===== config.mk =====
export PLATFORM = sky130hd
export DESIGN_NAME = bytecode_loader
export DESIGN_NICKNAME = d
export VERILOG_FILES = /design/src/rtl/bytecode_loader_pkg.sv /design/src/rtl/bytecode_loader.sv
export SDC_FILE = /design/constraint.sdc
export NUM_CORES = 1
export LEC_CHECK = 0
export CAP_MARGIN = 20
export CORE_MARGIN = 10
export CORE_UTILIZATION = 39
export DETAILED_ROUTE_END_ITERATION = 7
export GPL_ROUTABILITY_DRIVEN = 0
export PLACE_DENSITY = 0.74
export SLEW_MARGIN = 20
export SYNTH_ARGS = -nofsm -noshare
export SYNTH_HDL_FRONTEND = slang
export SYNTH_SLANG_ARGS = --single-unit
export TNS_END_PERCENT = 5

===== constraint.sdc =====
create_clock -name clk -period 5.1 [get_ports clk]
set_input_delay 1.02 -clock clk [delete_from_list [all_inputs] [get_ports clk]]
set_output_delay 1.02 -clock clk [all_outputs]
set_load 0.005 [all_outputs]

===== src/rtl/bytecode_loader_pkg.sv =====
// Shared opcode constants and parser state type for the bytecode loader.
// The CSUM state exists only when BYTECODE_LOADER_CHECKSUM_EN is defined.
package bytecode_loader_pkg;

    localparam logic [7:0] OPC_TWO = 8'h02;
    localparam logic [7:0] OPC_ONE = 8'h01;
    localparam logic [7:0] OPC_END = 8'hFF;

    typedef enum logic [2:0] {
        StOpc,
        StOpr,
        StArg1,
        StArg2,
`ifdef BYTECODE_LOADER_CHECKSUM_EN
        StCsum,
`endif
        StDone,
        StErr
    } state_t;

endpackage


===== src/rtl/bytecode_loader.sv =====
// Streams framed bytecode into program memory, one byte per cycle, with framing/overflow checks.
// Optional trailing XOR checksum byte is enabled by defining BYTECODE_LOADER_CHECKSUM_EN.
module bytecode_loader
    import bytecode_loader_pkg::*;
#(
    parameter int unsigned MEM_DEPTH = 1024,
    parameter int unsigned ADDR_W    = 10
) (
    input  logic              clk,
    input  logic              reset,
    input  logic              restart,
    input  logic              in_valid,
    input  logic [7:0]        in_data,
    output logic              in_ready,
    output logic              wr_en,
    output logic [ADDR_W-1:0] wr_addr,
    output logic [7:0]        wr_data,
    output logic              load_done,
    output logic              load_error,
    output logic [ADDR_W-1:0] instr_count
);

    // One extra bit so a terminator written at the top address cannot wrap the counter.
    localparam logic [ADDR_W:0] LAST_ADDR = (ADDR_W+1)'(MEM_DEPTH - 1);

    state_t            r_state, w_state_next;
    logic              r_two, w_two_next;
    logic [ADDR_W:0]   r_addr, w_addr_next;
    logic [ADDR_W-1:0] r_count, w_count_next;
    logic              r_wr_en, w_wr_en_next;
    logic [ADDR_W-1:0] r_wr_addr, w_wr_addr_next;
    logic [7:0]        r_wr_data, w_wr_data_next;
    logic              w_xfer;
    logic              w_write;
    logic              w_frame_end;
`ifdef BYTECODE_LOADER_CHECKSUM_EN
    logic [7:0]        r_csum, w_csum_next;
`endif

    always_ff @(posedge clk) begin
        if (reset) begin
            r_state   <= StOpc;
            r_two     <= 1'b0;
            r_addr    <= '0;
            r_count   <= '0;
            r_wr_en   <= 1'b0;
            r_wr_addr <= '0;
            r_wr_data <= 8'h00;
`ifdef BYTECODE_LOADER_CHECKSUM_EN
            r_csum    <= 8'h00;
`endif
        end else begin
            r_state   <= w_state_next;
            r_two     <= w_two_next;
            r_addr    <= w_addr_next;
            r_count   <= w_count_next;
            r_wr_en   <= w_wr_en_next;
            r_wr_addr <= w_wr_addr_next;
            r_wr_data <= w_wr_data_next;
`ifdef BYTECODE_LOADER_CHECKSUM_EN
            r_csum    <= w_csum_next;
`endif
        end
    end

    always_comb begin
        w_state_next   = r_state;
        w_two_next     = r_two;
        w_addr_next    = r_addr;
        w_count_next   = r_count;
        w_wr_en_next   = 1'b0;
        w_wr_addr_next = r_wr_addr;
        w_wr_data_next = r_wr_data;
        w_write        = 1'b0;
        w_frame_end    = 1'b0;
`ifdef BYTECODE_LOADER_CHECKSUM_EN
        w_csum_next    = r_csum;
`endif
        in_ready   = (r_state != StDone) && (r_state != StErr);
        load_done  = (r_state == StDone);
        load_error = (r_state == StErr);
        w_xfer     = in_valid && in_ready;

        if (w_xfer) begin
            case (r_state)
                StOpc: begin
                    if (in_data == OPC_TWO) begin
                        w_state_next = StOpr;
                        w_two_next   = 1'b1;
                        w_write      = 1'b1;
                    end else if (in_data == OPC_ONE) begin
                        w_state_next = StOpr;
                        w_two_next   = 1'b0;
                        w_write      = 1'b1;
                    end else if (in_data == OPC_END) begin
                        w_write      = 1'b1;
                        w_frame_end  = 1'b1;
`ifdef BYTECODE_LOADER_CHECKSUM_EN
                        w_state_next = StCsum;
`else
                        w_state_next = StDone;
`endif
                    end else begin
                        w_state_next = StErr;
                    end
                end
                StOpr: begin
                    w_state_next = StArg1;
                    w_write      = 1'b1;
                end
                StArg1: begin
                    w_write = 1'b1;
                    if (r_two) begin
                        w_state_next = StArg2;
                    end else begin
                        w_state_next = StOpc;
                        w_frame_end  = 1'b1;
                    end
                end
                StArg2: begin
                    w_state_next = StOpc;
                    w_write      = 1'b1;
                    w_frame_end  = 1'b1;
                end
`ifdef BYTECODE_LOADER_CHECKSUM_EN
                StCsum: begin
                    w_state_next = (in_data == r_csum) ? StDone : StErr;
                end
`endif
                default: begin
                end
            endcase

            // Only a terminator may occupy the last memory location.
            if (w_write && (r_addr == LAST_ADDR) &&
                !((r_state == StOpc) && (in_data == OPC_END))) begin
                w_write      = 1'b0;
                w_frame_end  = 1'b0;
                w_state_next = StErr;
            end

            if (w_write) begin
                w_wr_en_next   = 1'b1;
                w_wr_addr_next = r_addr[ADDR_W-1:0];
                w_wr_data_next = in_data;
                w_addr_next    = r_addr + (ADDR_W+1)'(1);
`ifdef BYTECODE_LOADER_CHECKSUM_EN
                w_csum_next    = r_csum ^ in_data;
`endif
            end
            if (w_frame_end) begin
                w_count_next = r_count + ADDR_W'(1);
            end
        end

        if (restart && ((r_state == StDone) || (r_state == StErr))) begin
            w_state_next   = StOpc;
            w_two_next     = 1'b0;
            w_addr_next    = '0;
            w_count_next   = '0;
            w_wr_en_next   = 1'b0;
            w_wr_addr_next = '0;
            w_wr_data_next = 8'h00;
`ifdef BYTECODE_LOADER_CHECKSUM_EN
            w_csum_next    = 8'h00;
`endif
        end
    end

    assign wr_en       = r_wr_en;
    assign wr_addr     = r_wr_addr;
    assign wr_data     = r_wr_data;
    assign instr_count = r_count;

endmodule


==> run summary <==
FF+latch area: 881 um^2
Rows: 26
commonest non-fill, non-tap cell in the layout: nand2_1
final hold vios: 0
Setup violations, final: 0
fraction of layout cells with a size suffix above 1: 4.50%
Worst EP arrival: 3.55 ns
Post-Syn Area: 2120 um^2
clock buffer depth: 2
Worst Hold Class: reg -> reg
setup_tns: 0 ns
sequential element share of the synthesized area: 41.5%
Worst Setup End Kind: register
hold_ws: 0.462 ns
Lkg Pwr: 0.934 nW
total of max-cap violations: 0
Slew Viols, Final: 0
Syn Inst Count: 246
Reg clk slew, reported paths: 0.07 ns
hold bufs inserted after CTS: 0
Period minus WS final: 3.34 ns
post-CTS setup buffers: 0
Slew headroom: 40.4%
Unique masters post-synth: 43
I/O pin cnt: 44
Peak VDD IR: 150 uV
clock sink total: 44
H-tree depth: 2
via count: 1,860
1st-pass router iterations: 4
status: finished clean
GRT Overall Usage: 11.6%
die footprint: 8800 um^2
clk_lat worst skew: 0.29 ns
DP HPWL: 3700 um
Yosys reg bits: 44
measured slew at the worst slew-check pin: 0.886 ns
Port Buffers: 43
clock root buffer: clkbuf_8
WP data required: 5.31 ns
mean post-synth cell area: 8.64 um^2
Ant. Diodes: 0
Post-CTS Resized: 0
routed len/inst: 13.7 um
Die X-Extent: 93.8 um
EDFF count, synth: 0
Multi-input gate area: 1190 um^2
Synth-to-Final Area Change: 28.0%
first-pass GRT wire length: 8510 um
vias in the first global route: 1,822
CP Launch Type: input pin
DRT iter0 DRCs: 77
TritonCTS clock tree: yes
WL final: 4940 um
initial antenna violation count: 0
largest net degree at the start of global routing: 51
# fillers: 497
CP Max Fanout: 12
Core Area: 5200 um^2
critical path class: in -> reg
PD cells: 239 nW/um^2
Post-layout nets: 303
Die Y: 93.8 um
final antenna-violating net count: 0
RSZ-0062 raised after global routing: no
DRC viols: 0
Mapped Nets: 260
ratio of final minimum period to clock period: 65.4%
share of flip-flops with an asynchronous set or reset: 0%
clock skew: 0.00543 ns
most frequent cells in the layout: nand2_1 (49), dfxtp_1 (44), clkdlybuf4s50_1 (43)
Top FF cell, synth: dfxtp_1
Via-to-Cell Ratio: 5.18
fmax: 300 MHz
Synth Warn #: 0
Initial Util: 40.8%
TritonCTS buffer count: 5
post-layout util: 52.3%
grt ovf: 0
final cells by class:
| class | instances | area share, % |
|---|---|---|
| Sequential cell | 44 | 32.4 |
| Clock inverter | 1 | 0.184 |
| Tap cell | 70 | 3.22 |
| Multi-Input combinational cell | 188 | 43.6 |
| Timing Repair Buffer | 46 | 17.4 |
| Clock buffer | 6 | 2.67 |
| Inverter | 4 | 0.552 |
cells in the mapped netlist, types with 2 or more instances:
library cell / instances / share of area [%]
buf_4: 2 / 0.71
nor2_1: 10 / 1.8
a21oi_1: 14 / 3.3
xor2_1: 2 / 0.82
a221oi_1: 2 / 0.82
or3_1: 7 / 2.1
dfxtp_1: 44 / 41
and3_1: 2 / 0.59
ha_1: 2 / 1.2
nand2b_1: 12 / 3.5
nand2_1: 49 / 8.7
nor2b_1: 2 / 0.59
nor4_1: 4 / 1.2
mux2i_1: 29 / 14
nand3_1: 11 / 2.6
o21ai_0: 14 / 3.3
nor3_1: 2 / 0.47
o211ai_1: 2 / 0.71
nand4_1: 4 / 1.2
inv_1: 4 / 0.71
clkbuf_1: 5 / 0.88
o2111ai_1: 2 / 0.82
routing by layer:
| layer | GRT usage [%] | part of all wire (%) | up-vias |
|---|---|---|---|
| li1 | - | - | 961 |
| met4 | 3.04 | 0.47 | 0 |
| met2 | 20.3 | 51 | 32 |
| met5 | 0 | 0 | - |
| met3 | 3.68 | 5.7 | 2 |
| met1 | 13.1 | 43 | 865 |
flip-flops by register name (all words and copies together), names as in the netlist:
signal / cells
wr_en: 1
r_two: 1
wr_addr: 10
instr_count: 10
wr_data: 8
r_state: 3
r_addr: 11
power breakdown:
part           internal, W  total (W)  switching, W
clock network    0.0000933   0.000205      0.000112
registers         0.000350   0.000358    0.00000757
logic            0.0000417  0.0000872     0.0000455
total             0.000485   0.000650      0.000165
cell families (layout without fill, tap and decap cells):
family                   Yosys count  after routing  share of synthesized area, %
AO/OA/AOI/OAI                     45             45                          13.7
XOR/XNOR                           2              2                         0.825
buffers and inverters             14             57                          3.24
AND/OR/NAND/NOR                  110            110                          25.9
multiplexers                      29             29                          13.7
flip-flops                        44             44                          41.5
adder cells (fa/ha/maj)            2              2                          1.18
critical path: stages:
cell and delay (ns):
clkdlybuf4s50_1 0.44, nor4_1 0.48, a311o_1 0.44, o211ai_1 0.19
nand2_1 0.43, buf_4 0.33, mux2i_1 0.21
worst paths after layout:
path,startpoint,to,slack (ns),depth (start not counted)
worst min register to register,wr_addr[9]$_SDFFE_PP0P_,wr_addr[9]$_SDFFE_PP0P_,0.46,2
worst min-delay path,wr_addr[9]$_SDFFE_PP0P_,wr_addr[9]$_SDFFE_PP0P_,0.46,2
worst max register to register,r_addr[0]$_SDFFE_PP0P_,r_addr[0]$_SDFFE_PP0P_,2.76,7
worst max-delay path,in_data[2],r_addr[0]$_SDFFE_PP0P_,1.76,7
through the flow:
stage | setup slack, ns | area, um^2 | instances | power, W
after global routing | 1.53 | 2720 | 359 | 0.000677
after CTS | 1.73 | 2690 | 358 | 0.000653
after floorplan | 2.50 | 2120 | 246 | 0.000416
after global placement | 1.51 | 2620 | 351 | 0.000448
after detailed placement | 1.44 | 2620 | 351 | 0.000450
final | 1.76 | 2720 | 359 | 0.000650
No activity file was read; power rests on OpenSTA's default activity.
